## src/rtl/addsub_pkg.sv

```systemverilog
`default_nettype none
// +----------------------------------------------------------------------+
// | addsub_pkg : shared state encoding and sizing helper for addsub_seq  |
// | Revision   : 1.0                                                     |
// +----------------------------------------------------------------------+
package addsub_pkg;

  localparam logic [1:0] ST_IDLE = 2'd0;
  localparam logic [1:0] ST_RUN  = 2'd1;
  localparam logic [1:0] ST_DONE = 2'd2;

  // Chunk index needs at least one bit even when a single chunk covers WIDTH.
  function automatic int idx_width(input int nchunk);
    if (nchunk <= 1) return 1;
    return $clog2(nchunk);
  endfunction

endpackage
`default_nettype wire

```

## src/rtl/addsub_chunk.sv

```systemverilog
`default_nettype none
// +----------------------------------------------------------------------+
// | addsub_chunk : CHUNK-bit ripple adder slice, exposes carry into MSB  |
// | Revision     : 1.0                                                   |
// +----------------------------------------------------------------------+
module addsub_chunk
  import addsub_pkg::*;
#(
  parameter int CHUNK = 4
) (
  input  logic [CHUNK-1:0] a,
  input  logic [CHUNK-1:0] b,
  input  logic             cin,
  output logic [CHUNK-1:0] sum,
  output logic             cout,
  output logic             c_msb
);

  logic [CHUNK:0] w_c;

  assign w_c[0] = cin;

  generate
    for (genvar i = 0; i < CHUNK; i++) begin : g_bit
      assign sum[i]   = a[i] ^ b[i] ^ w_c[i];
      assign w_c[i+1] = (a[i] & b[i]) | (w_c[i] & (a[i] ^ b[i]));
    end
  endgenerate

  assign cout  = w_c[CHUNK];
  assign c_msb = w_c[CHUNK-1];

endmodule
`default_nettype wire

```

## src/rtl/addsub_seq.sv

```systemverilog
`default_nettype none
// +----------------------------------------------------------------------+
// | addsub_seq : multi-cycle add/sub, CHUNK bits per clock, with flags   |
// | Revision   : 1.0                                                     |
// +----------------------------------------------------------------------+
module addsub_seq
  import addsub_pkg::*;
#(
  parameter int WIDTH = 16,
  parameter int CHUNK = 4
) (
  input  logic             clk,
  input  logic             resetn,
  input  logic             start,
  input  logic             mode,
  input  logic [WIDTH-1:0] x,
  input  logic [WIDTH-1:0] y,
  output logic             busy,
  output logic             done,
  output logic [WIDTH-1:0] s,
  output logic             carryout,
  output logic             overflow,
  output logic             zero,
  output logic             negative
);

  localparam int NCHUNK = WIDTH / CHUNK;
  localparam int IW     = idx_width(NCHUNK);
  localparam logic [IW-1:0] C_LAST = IW'(NCHUNK - 1);

  generate
    if ((WIDTH < 2) || ((WIDTH % CHUNK) != 0)) begin : g_bad_params
      $error("addsub_seq: WIDTH must be >= 2 and a multiple of CHUNK");
    end
  endgenerate

  logic [1:0]       r_state;
  logic [1:0]       w_next;
  logic [WIDTH-1:0] r_xa;
  logic [WIDTH-1:0] r_yb;
  logic [WIDTH-1:0] r_res;
  logic [WIDTH-1:0] w_res_next;
  logic             r_carry;
  logic [IW-1:0]    r_idx;
  logic [CHUNK-1:0] w_a;
  logic [CHUNK-1:0] w_b;
  logic [CHUNK-1:0] w_sum;
  logic             w_cout;
  logic             w_cmsb;
  logic             w_last;

  assign w_a    = r_xa[r_idx*CHUNK +: CHUNK];
  assign w_b    = r_yb[r_idx*CHUNK +: CHUNK];
  assign w_last = (r_idx == C_LAST);

  addsub_chunk #(.CHUNK(CHUNK)) u_chunk (
    .a     (w_a),
    .b     (w_b),
    .cin   (r_carry),
    .sum   (w_sum),
    .cout  (w_cout),
    .c_msb (w_cmsb)
  );

  // Full result including the chunk being produced this cycle, so the
  // visible outputs can load on the same edge that finishes the last chunk.
  always_comb begin
    w_res_next = r_res;
    w_res_next[r_idx*CHUNK +: CHUNK] = w_sum;
  end

  always_ff @(posedge clk or negedge resetn) begin
    if (!resetn) r_state <= ST_IDLE;
    else         r_state <= w_next;
  end

  always_comb begin
    w_next = r_state;
    case (r_state)
      ST_IDLE: if (start) w_next = ST_RUN;
      ST_RUN:  if (w_last) w_next = ST_DONE;
      ST_DONE: w_next = ST_IDLE;
      default: w_next = ST_IDLE;
    endcase
  end

  always_comb begin
    busy = (r_state != ST_IDLE);
    done = (r_state == ST_DONE);
  end

  always_ff @(posedge clk or negedge resetn) begin
    if (!resetn) begin
      r_xa     <= '0;
      r_yb     <= '0;
      r_res    <= '0;
      r_carry  <= 1'b0;
      r_idx    <= '0;
      s        <= '0;
      carryout <= 1'b0;
      overflow <= 1'b0;
      zero     <= 1'b0;
      negative <= 1'b0;
    end else begin
      case (r_state)
        ST_IDLE: begin
          if (start) begin
            // Subtraction as x + ~y + 1: invert y once here, seed carry with mode.
            r_xa    <= x;
            r_yb    <= y ^ {WIDTH{mode}};
            r_carry <= mode;
            r_idx   <= '0;
          end
        end
        ST_RUN: begin
          r_res   <= w_res_next;
          r_carry <= w_cout;
          if (w_last) begin
            s        <= w_res_next;
            carryout <= w_cout;
            overflow <= w_cmsb ^ w_cout;
            zero     <= (w_res_next == '0);
            negative <= w_res_next[WIDTH-1];
          end else begin
            r_idx <= r_idx + IW'(1);
          end
        end
        default: ;
      endcase
    end
  end

endmodule
`default_nettype wire

```

## config.mk

```make
export PLATFORM = sky130hd
export DESIGN_NAME = addsub_seq
export DESIGN_NICKNAME = d
export VERILOG_FILES = /design/src/rtl/addsub_pkg.sv /design/src/rtl/addsub_chunk.sv /design/src/rtl/addsub_seq.sv
export SDC_FILE = /design/constraint.sdc
export NUM_CORES = 1
export LEC_CHECK = 0
export BUFFER_PORTS_ARGS = -buffer_cell sky130_fd_sc_hd__clkbuf_2
export CORE_MARGIN = 2
export CORE_UTILIZATION = 60
export DETAILED_ROUTE_END_ITERATION = 6
export PLACE_DENSITY = 0.95
export SLEW_MARGIN = 20
export SYNTH_ARGS = -nofsm -noshare
export SYNTH_HDL_FRONTEND = slang
export SYNTH_HIERARCHICAL = 1
export SYNTH_SLANG_ARGS = --single-unit
```

## constraint.sdc

```tcl
create_clock -name clk -period 5.7 [get_ports clk]
set_input_delay 1.14 -clock clk [delete_from_list [all_inputs] [get_ports clk]]
set_output_delay 1.14 -clock clk [all_outputs]
set_load 0.005 [all_outputs]
```

* Word-level counts from Yosys, hierarchy flattened
Index checks and enable logic that the tools add are counted.
Cells by class: add/sub/neg operators 2, equal/unequal tests 6, shifts and indexed selects 4, muxes and demuxes 9, bitwise gates (word level) 22, reductions and logical operators 9
Operators with widths (count):
- 4-bit negator with 34-bit output | 1
- 4-bit by 34-bit variable shift with 16-bit output (first input constant) | 1
- 4-bit by 34-bit variable part select with 16-bit output | 1
- 16-bit by 5-bit variable part select with 4-bit output | 2
- 16-bit bitwise mux | 1
- 16-bit zero test | 1
- 16-bit XOR | 1
- 1-bit XOR | 9
- 1-bit AND | 8
- 2-bit two-way mux | 4
- 2-bit one-hot mux with 2 select lines | 2
- 2-bit AND reduction | 4
- 2-bit != test (second input constant) | 3
- 2-bit equality test (second input constant) | 2
- 1-bit OR | 4
- 2-bit nonzero test | 2
- 3-bit AND reduction | 1
- 2-bit by 1-bit adder with 2-bit output (second input constant) | 1
- 2-bit by 1-bit equality test with 1-bit output (second input constant) | 1
- 2-bit zero test | 1
- 1-bit one-hot mux with 2 select lines | 1
- 1-bit two-way mux | 1
Word-level totals: register bits after elaboration 73, input bits 36, output and inout bits 22, logic and storage cells 63

* Longest topological paths before layout
Gate-level depths: netlist of the first run.
word-level depth 12, gate-level depth with buffers 12, depth with buffers taken out 10

* Modules after synthesis
Netlist of the first run, hierarchy kept.
By module, submodules not included:
- addsub_seq | times used 1, cells each 309, area an instance 3435.8 sq um, sequential area each 1801.7 sq um
- addsub_chunk | times used 1, cells each 12, area an instance 110.1 sq um, sequential area each 0.0 sq um

* Least setup slack after synthesis of the first run
No wires, ideal clock.
path kind reg-to-reg, from register r_idx[0], to register zero, arrival time 3.060 ns, path slack 2.516 ns, cell stages (with the launch flop) 13, buffers on the path 2, cells stage by stage dfrtp_1 buf_6 mux4_2 fa_1 inv_1 fa_1 fa_1 inv_1 fa_1 clkbuf_1 nor2_1 o221ai_1 o31ai_1
On the way: word-level cells in the longest chain between the ends 12
RTL lines:
- start, declared | RTL line addsub_seq.sv:44 | logic [IW-1:0] r_idx;
- start signal, assigned | RTL line addsub_seq.sv:125 | r_idx <= r_idx + IW'(1);
- 16-bit by 5-bit variable part select with 4-bit output (*) | RTL line addsub_seq.sv:52 | assign w_a = r_xa[r_idx*CHUNK +: CHUNK];
- named net w_a[0] | RTL line addsub_seq.sv:45 | logic [CHUNK-1:0] w_a;
- 1-bit XOR | RTL line addsub_chunk.sv:26 | assign w_c[i+1] = (a[i] & b[i]) | (w_c[i] & (a[i] ^ b[i]));
- 1-bit AND | RTL line addsub_chunk.sv:26
- 1-bit OR (*) | RTL line addsub_chunk.sv:26
- 1-bit AND (*) | RTL line addsub_chunk.sv:26
- 1-bit OR (*) | RTL line addsub_chunk.sv:26
- 1-bit AND (*) | RTL line addsub_chunk.sv:26
- 1-bit OR (*) | RTL line addsub_chunk.sv:26
- named net w_cmsb | RTL line addsub_seq.sv:49 | logic w_cmsb;
- 1-bit XOR (*) | RTL line addsub_chunk.sv:25 | assign sum[i] = a[i] ^ b[i] ^ w_c[i];
- named net w_sum[3] | RTL line addsub_seq.sv:47 | logic [CHUNK-1:0] w_sum;
- 4-bit by 34-bit variable part select with 16-bit output (*) | RTL line addsub_seq.sv:69 | w_res_next[r_idx*CHUNK +: CHUNK] = w_sum;
- 16-bit bitwise mux (*) | RTL line addsub_seq.sv:69
- 16-bit zero test (*) | RTL line addsub_seq.sv:122 | zero <= (w_res_next == '0);
- end signal, assigned | RTL line addsub_seq.sv:122
- end, declared | RTL line addsub_seq.sv:23 | output logic zero,
The timed path passes the listed nets; every way through them passes the cells marked *. A chain may end at the register's enable or synchronous reset.

* Final worst setup path of the first run
Same ends and word-level chain as after synthesis.

==> metrics, run 1 <==
storage element area 1802 sq um; WP data arrival 4000 ps; Mapped Area 3546 sq um; max-slew violations 0; Max H-tree Level 3; n_diodes 0; EDFF count, synth 0; Reg clk slew, reported paths 70 ps; RR Endpoint zero; CTS Root Cell clkbuf_8; net switching power 1169 uW; die width 80.88 um; Setup TNS 0 ps; max frequency 267.0 MHz; # IOs 58; # setup viols final 0; Logic pwr share 49.3%; clk sink count 72; Detailed Routing Iterations Pass 1 5; CP required 5950 ps; WL per Instance 16.02 um; Pint 1612 uW; # port buffers 57; Vias/cell 5.750; die height 80.88 um; drt initial violations 193; Seq/Total Area, Yosys 50.81%; post-DP HPWL 4.949 mm; Max stage delay on crit path 890 ps; syn_nets 367; Synth cell types 36; Clock Skew 5.518 ps; Vias 2576; maximum buffer depth of the clock tree 2; sequential share of power 32.7%; worst slew pin tran 880.0 ps; Max IR drop VDD 0.4155 mV; ys async rst share 100.0%; Worst R2R Setup Slack 1950 ps; area of the multi-input gates 1598 sq um; most frequent CP cell fa_1; Slew headroom 41.34%; sw frac 42.04%; DRC 0; CTS-repair resized insts 0; Tcrit/Tclk final 65.72%; Die Area 6541 sq um; min-delay worst type register to register; final hold violation count 0; P&R area growth vs syn 15.81%; crit-path cells mux4_2 > fa_1 > inv_1 > fa_1 > fa_1 > inv_1 > fa_1 > nor2_1 > o221ai_1 > o31ai_1; Synth warnings 6; PwrDens 677.3 nW/um^2; Initial Utilization 63.23%; Max Cap Viol 0; Critical Path Source r_idx[0]; CTS Hold Bufs 0; CP Buf/Inv Count 2; filler cell count 374; global-route wire length before repair 11.99 mm; CTS tree done; synthesized flop and latch total 72; largest net degree at the start of global routing 73; Reg-to-Reg Start r_idx[0]; leakage power 0.001897 uW; synthesized area per cell 11.05 sq um; most frequent cells in the layout dfrtp_1 (72), clkbuf_2 (56), a21oi_1 (30); cell count after synthesis 321; worst-skew pair later-pin latency 350 ps; minimum clock period 3746 ps; Crit-path slowest cell dfrtp_1; post-layout net count 417; crit-path leading delay family adder cells; critical path class register to register; vias in the first global route 2622; routability cong. 0.8356; Row Count 27; Global Route Usage Sum 24.49%; core area 5608 sq um; Clock power frac 18.0%; critical path depth 10; total length of routed wires 7.176 mm; critical path endpoint zero; Tot Pwr 2781 uW; CP startpoint kind register; Main synth FF type dfrtp_1; commonest non-fill, non-tap cell in the layout dfrtp_1; layout cells sized above 1 29.26%; post-route antenna net violation count 0; GR Overflow Total 0; Crit. End Element register; Crit Path Max Fanout 18; initial antenna violation count 0; outcome finished, final reports clean; Reg2Reg Depth 10; unrepaired setup endpoints after global routing no; Post CTS Setup Buffer Count 0; total CTS buffers 9
[per-stage QoR]
step,instance area [sq um],cells,util (%),setup slack [ps],hold slack [ps]
6_report,4106,448,73.23,1954,480.0
5_1_grt,4106,448,73.23,1733,509.2
4_1_cts,4086,447,72.87,1932,486.5
3_5_place_dp,3832,431,68.34,1981,469.9
3_3_place_gp,3832,431,68.34,2154,460.3
2_1_floorplan,3546,321,-,2516,463.8
[worst reg2reg max path, delay by kind of cell (launching register included)]
family,cells,cell delay [ps]
compound gates,2,380
fa+ha+maj,4,1420
buf+inv,2,150
flops,1,890
mux,1,630
simple gates,1,190
[flip-flops by register name, summed over array words and instances, names as in the netlist]
| register | cells |
|---|---|
| overflow | 1 |
| r_yb | 16 |
| r_res | 16 |
| zero | 1 |
| r_state | 2 |
| s | 16 |
| r_carry | 1 |
| carryout | 1 |
| r_idx | 2 |
| r_xa | 16 |
[kinds of logic (layout without fill, tap and decap cells)]
kind of cell	after synthesis	count (layout)	share of synthesized area (%)
buffers and inverters	33	88	4.269
adder cells (fa/ha/maj)	10	10	4.375
AND/OR/NAND/NOR	87	87	12.63
multiplexers	28	28	11.40
XOR/XNOR	17	17	4.199
AO/OA/AOI/OAI	74	74	12.31
flip-flops	72	72	50.81
[Yosys cell counts, types with 2 or more instances]
master / n / share of area, %
inv_1: 12 / 1.3
nor3b_2: 2 / 0.71
a21oi_1: 30 / 4.2
nand2_1: 28 / 3.0
dfrtp_1: 72 / 51
a22o_1: 13 / 3.2
buf_4: 2 / 0.42
xnor2_1: 17 / 4.2
buf_2: 9 / 1.3
a22oi_1: 2 / 0.42
o21ai_0: 21 / 3.0
clkbuf_1: 7 / 0.74
mux4_2: 8 / 5.1
and2_1: 3 / 0.53
ha_1: 6 / 2.1
nor4_1: 3 / 0.53
fa_1: 4 / 2.3
nor2_1: 24 / 2.5
mux2_2: 19 / 6.0
and3_1: 3 / 0.53
a31oi_1: 4 / 0.71
nor2b_1: 18 / 3.2
[final cells by class]
type | count | area share, %
clock inverter | 5 | 2.498
sequential | 72 | 43.88
timing repair buffer | 59 | 7.617
multi-input combinational | 216 | 38.91
clock buffer | 11 | 3.687
tap | 72 | 2.194
inverter | 13 | 1.219
[metal layers]
layer,GRT usage (%),routed length (um),part of all wire (%),vias up
met5,0,0,0,-
met4,9.492,180,2.5,0
met3,7.889,461,6.4,18
met2,40.17,3635,51,105
met1,30.34,2899,40,1250
li1,-,-,-,1203
[worst min path at each step]
stage / from / end / slack, ps / cells after the start
after CTS: s[14] / s[14] / 490 / 2
after detailed placement: s[14] / s[14] / 470 / 2
after floorplan: r_res[2] / r_res[2] / 460 / 2
after global placement: s[14] / s[14] / 460 / 2
after global routing: s[14] / s[14] / 510 / 2
final: s[14] / s[14] / 480 / 2
[power groups by stage]
stage / clock network [uW] / logic [uW] / registers, uW
finish: 500 / 1370 / 911
global route: 533 / 1500 / 939
CTS: 508 / 1350 / 910
detailed placement: 0 / 1340 / 918
global placement: 0 / 1260 / 903
floorplan: 0 / 1030 / 850
No activity file was read; power rests on OpenSTA's default activity.
==> inputs of run 2 (changes only) <==
CORE_UTILIZATION = 56   (was 60)
PLACE_DENSITY = 0.9   (was 0.95)
clock period = 3.95 ns   (was 5.7 ns; I/O delays follow)
==> run 2 against run 1 <==
  * Cell count rose by 0.45%
  * Final area down 2.1%
  * Worst setup slack worse by 1400 ps
  * Non-clock buffer count rose by 2
  * Maximum frequency rose by 9.6%
  * First-iteration DRC count is 12% higher
  * Core utilization is 6.5 points lower
  * Sequential share of layout area is 0.96 points higher
  * Clock power shrank 1%
  * Sequential power grew 43%
  * Critical path type unchanged
  * Highest routed layer unchanged
==> metrics, run 2 (same netlist as run 1, synthesis figures left out) <==
outcome finished, final reports clean; WP data arrival 3650 ps (-350 ps); CP required 4190 ps (-1760 ps); layout cells sized above 1 28.80% (-0.46 points); Max H-tree Level 3 (unchanged); critical path class register to register; commonest non-fill, non-tap cell in the layout dfrtp_1; global-route wire length before repair 12.04 mm (+0.46%); core area 6026 sq um (+7.5%); WL per Instance 15.51 um (-3.2%); Initial Utilization 58.85% (-4.4 points); CTS Root Cell clkbuf_8; Global Route Usage Sum 21.66% (-2.8 points); final core occ 66.69% (-6.5 points); Max Cap Viol 0 (unchanged); Tcrit/Tclk final 86.52% (+21 points); leakage power 0.001862 uW (-1.9%); Setup TNS 0 ps (unchanged); Post CTS Setup Buffer Count 0 (unchanged); Worst R2R Setup Slack 530 ps (-1420 ps); clk sink count 72 (unchanged); Clock Skew 7.324 ps (+1.805 ps); DRC 0 (unchanged); P&R area growth vs syn 13.34%; initial antenna violation count 0 (unchanged); drt initial violations 216 (+12%); Reg clk slew, reported paths 70 ps (about the same); min-delay worst type register to register; post-DP HPWL 5.061 mm (+2.3%); Detailed Routing Iterations Pass 1 4 (-1); # port buffers 57 (unchanged); GR Overflow Total 0 (unchanged); # IOs 58 (unchanged); worst-skew pair later-pin latency 340 ps (about the same); Row Count 28 (+3.7%); PwrDens 929.7 nW/um^2 (+37%); unrepaired setup endpoints after global routing no; Worst Hold Depth 2 (unchanged); post-route antenna net violation count 0 (unchanged); Vias 2468 (-4.2%); Max IR drop VDD 0.7784 mV (+87%); die width 83.58 um (+3.3%); max-slew violations 0 (unchanged); area of the multi-input gates 1598 sq um (unchanged); Die Area 6985 sq um (+6.8%); largest net degree at the start of global routing 37 (-49%); Reg2Reg Depth 10 (unchanged); storage element area 1802 sq um (unchanged); filler cell count 478 (+28%); routability cong. 0.8254 (-1.2%); total length of routed wires 6.980 mm (-2.7%); CTS-repair resized insts 0 (unchanged); final hold violation count 0 (unchanged); CP startpoint kind register; # setup viols final 0 (unchanged); Crit. End Element register; die height 83.58 um (+3.3%); n_diodes 0 (unchanged); most frequent cells in the layout dfrtp_1 (72), clkbuf_2 (56), a21oi_1 (30); maximum buffer depth of the clock tree 2 (unchanged); max frequency 292.6 MHz (+9.6%); Crit Path Max Fanout 9 (-9); minimum clock period 3417 ps (-328.5 ps); Slew headroom 47.81% (+6.5 points); CTS tree done; total CTS buffers 9 (unchanged); vias in the first global route 2533 (-3.4%); Vias/cell 5.484 (-4.6%); post-layout net count 419 (+0.48%); CTS Hold Bufs 0 (unchanged); worst slew pin tran 782.8 ps (-97.13 ps)
[run 2: per-stage QoR]
stage          cells  hold WS, ps  worst slack [ps]  cell area (sq um)  power (uW)
2_1_floorplan    321        463.8             765.9               3546        2719
3_3_place_gp     437        460.4             697.7               3859        3166
3_5_place_dp     437        471.2             546.2               3859        3259
4_1_cts          450        486.0             526.8               4019        3762
5_1_grt          450        506.1             351.8               4019        4029
6_report         450        477.7             532.5               4019        3736
[run 2: path summary, 6_finish.rpt]
check,from,endpoint
max reg2reg,r_idx[0],zero
max,r_idx[0],zero
min,s[2],s[2]
min reg2reg,s[2],s[2]
min in group asynchronous,resetn,s[2]
max in group asynchronous,resetn,s[8]
[run 2: area by class of cell]
class / instances / share of cell area [%]
flip-flops and latches: 72 / 44.83
repair buffers: 61 / 7.846
inverters: 13 / 1.245
clock inverters: 1 / 0.1245
clock buffers: 12 / 3.861
well taps: 75 / 2.335
multi-input cells: 216 / 39.76
[run 2: worst max-delay path, cell delays in order (launching register included)]
cell	delay (ps)
dfrtp_1	610
mux4_2	580
fa_1	430
inv_1	70
fa_1	200
fa_1	170
inv_1	70
fa_1	600
nor2_1	180
o221ai_1	140
o31ai_1	260
[run 2: layer usage]
metal	vias to the layer above	share of wire (%)	global-route usage [%]
met3	11	4.4	4.748
li1	1205	-	-
met2	62	51	35.20
met5	-	0	0
met4	0	1.3	9.677
met1	1190	43	27.95
[run 2: where the power goes]
group / internal (uW) / leakage, uW / switching (uW)
clock: 251 / 0.0000842 / 244
combinational: 804 / 0.000879 / 1140
sequential: 1070 / 0.000898 / 235
==> inputs of run 3 (changes only) <==
CORE_UTILIZATION = 60   (was 56)
PLACE_DENSITY = 0.95   (was 0.9)
clock period = 4.2 ns   (was 3.95 ns; I/O delays follow)
==> run 3 against run 2 <==
  * Worst setup slack better by 60 ps
  * Total power grew 0.27%
  * Critical path depth is the same
  * Largest cell class unchanged
  * Non-clock buffer count is 1 lower
  * Final area up 1.6%
  * Hold slack improved by 20 ps
  * Sequential share of layout area is 0.71 points lower
  * Largest power group unchanged
  * Sequential cell count did not move
==> metrics, run 3 (same netlist as run 1, synthesis figures left out) <==
outcome finished, final reports clean; total length of routed wires 7.482 mm (+7.2%); Reg-to-Reg Start r_idx[0]; vias in the first global route 2632 (+3.9%); Crit. End Element register; P&R area growth vs syn 15.17%; CTS tree done; WHS 497.8 ps (+20.11 ps); Vias/cell 5.731 (+4.5%); CP required 4450 ps (+260 ps); worst slew pin tran 680.0 ps (-102.8 ps); most frequent CP cell fa_1; clk sink count 72 (unchanged); commonest non-fill, non-tap cell in the layout dfrtp_1; Clock Skew 5.847 ps (-1.477 ps); Reg clk slew, reported paths 70 ps (about the same); max-slew violations 0 (unchanged); CTS Root Cell clkbuf_8; CTS Hold Bufs 0 (unchanged); Initial Utilization 63.23% (+4.4 points); WHS Endpoint s[5]; Post CTS Setup Buffer Count 0 (unchanged); WP data arrival 3860 ps (+210 ps); Max IR drop VDD 0.6102 mV (-22%); Max stage delay on crit path 650 ps (+40 ps); most frequent cells in the layout dfrtp_1 (72), clkbuf_2 (56), a21oi_1 (30); core area 5608 sq um (-6.9%); post-DP HPWL 5.305 mm (+4.8%); Max H-tree Level 3 (unchanged); crit-path cells mux4_2 > fa_1 > inv_1 > fa_1 > fa_1 > inv_1 > fa_1 > nor2_1 > o221ai_1 > o31ai_1; Global Route Usage Sum 25.85% (+4.2 points); filler cell count 368 (-23%); Reg2Reg Depth 10 (unchanged); minimum clock period 3607 ps (+189.7 ps); critical path class register to register; worst-skew pair later-pin latency 350 ps (about the same); max frequency 277.2 MHz (-5.3%); Die Area 6541 sq um (-6.4%); initial antenna violation count 0 (unchanged); GR Overflow Total 0 (unchanged); # port buffers 57 (unchanged); Crit Path Max Fanout 9 (unchanged); layout cells sized above 1 29.18% (+0.38 points); drt initial violations 179 (-17%); n_diodes 0 (unchanged); Setup TNS 0 ps (unchanged); Slew headroom 54.66% (+6.9 points); post-layout net count 418 (-0.24%); Max Cap Viol 0 (unchanged); Critical Path Source r_idx[0]; Tcrit/Tclk final 85.89% (-0.63 points); PwrDens 917.3 nW/um^2 (-1.3%); min-delay worst type register to register; Crit-path slowest cell dfrtp_1; Row Count 27 (-3.6%); # IOs 58 (unchanged); unrepaired setup endpoints after global routing no; die height 80.88 um (-3.2%); routability cong. 0.8567 (+3.8%); maximum buffer depth of the clock tree 2 (unchanged); CP startpoint kind register; total CTS buffers 9 (unchanged); Worst R2R Setup Slack 590 ps (+60 ps); global-route wire length before repair 12.41 mm (+3.0%); die width 80.88 um (-3.2%); final hold violation count 0 (unchanged); Vias 2573 (+4.3%); Worst Hold Depth 2 (unchanged); final core occ 72.82% (+6.1 points); # setup viols final 0 (unchanged); largest net degree at the start of global routing 56 (+51%); leakage power 0.001883 uW (+1.1%); DRC 0 (unchanged); WL per Instance 16.66 um (+7.4%); Detailed Routing Iterations Pass 1 4 (unchanged); CTS-repair resized insts 0 (unchanged); RR Endpoint zero; post-route antenna net violation count 0 (unchanged); hold_sp s[5]
-- run 3: critical path: cells and delay by family, from the launching register on --
family | cells | cell delay [ps]
adders and majority gates | 4 | 1500
and+or+nand+nor | 1 | 200
muxes | 1 | 630
buffers and inverters | 2 | 170
AOI/OAI and AO/OA | 2 | 350
DFF | 1 | 650
-- run 3: layout make-up --
class                      count  area [sq um]  area share, %
clock buffer                  11         141.4          3.462
clock inverter                 5         80.08          1.961
inverter                      13         50.05          1.225
multi-input combinational    216          1598          39.12
sequential                    72          1802          44.12
tap                           72         90.09          2.206
timing repair buffer          60         322.8          7.904
-- run 3: how the worst max path moves through the flow --
stage,slack (ps),depth (start not counted),to
3_3_place_gp,950,10,zero
2_1_floorplan,1020,12,zero
6_report,590,10,zero
3_5_place_dp,640,10,zero
5_1_grt,470,10,zero
4_1_cts,600,10,zero
-- run 3: through the flow --
step	cells	power [uW]	instance area, sq um	setup WS [ps]
after floorplan	321	2557	3546	1016
after global placement	432	2960	3840	947.7
after detailed placement	432	3112	3842	637.2
after CTS	448	3720	4064	598.0
after global routing	449	3974	4084	474.0
final	449	3746	4084	592.8
-- run 3: routing by layer --
layer  routed length [um]  GRT usage [%]  up-vias
li1                     -              -     1209
met1                 2928          30.60     1209
met2                 3779          42.81      129
met3                  534          9.111       26
met4                  239          11.19        0
met5                    0              0        -
-- run 3: power by group --
group          total, uW  internal (uW)  switching [uW]
combinational       1910            773            1140
sequential          1230           1000             229
clock                603            350             253
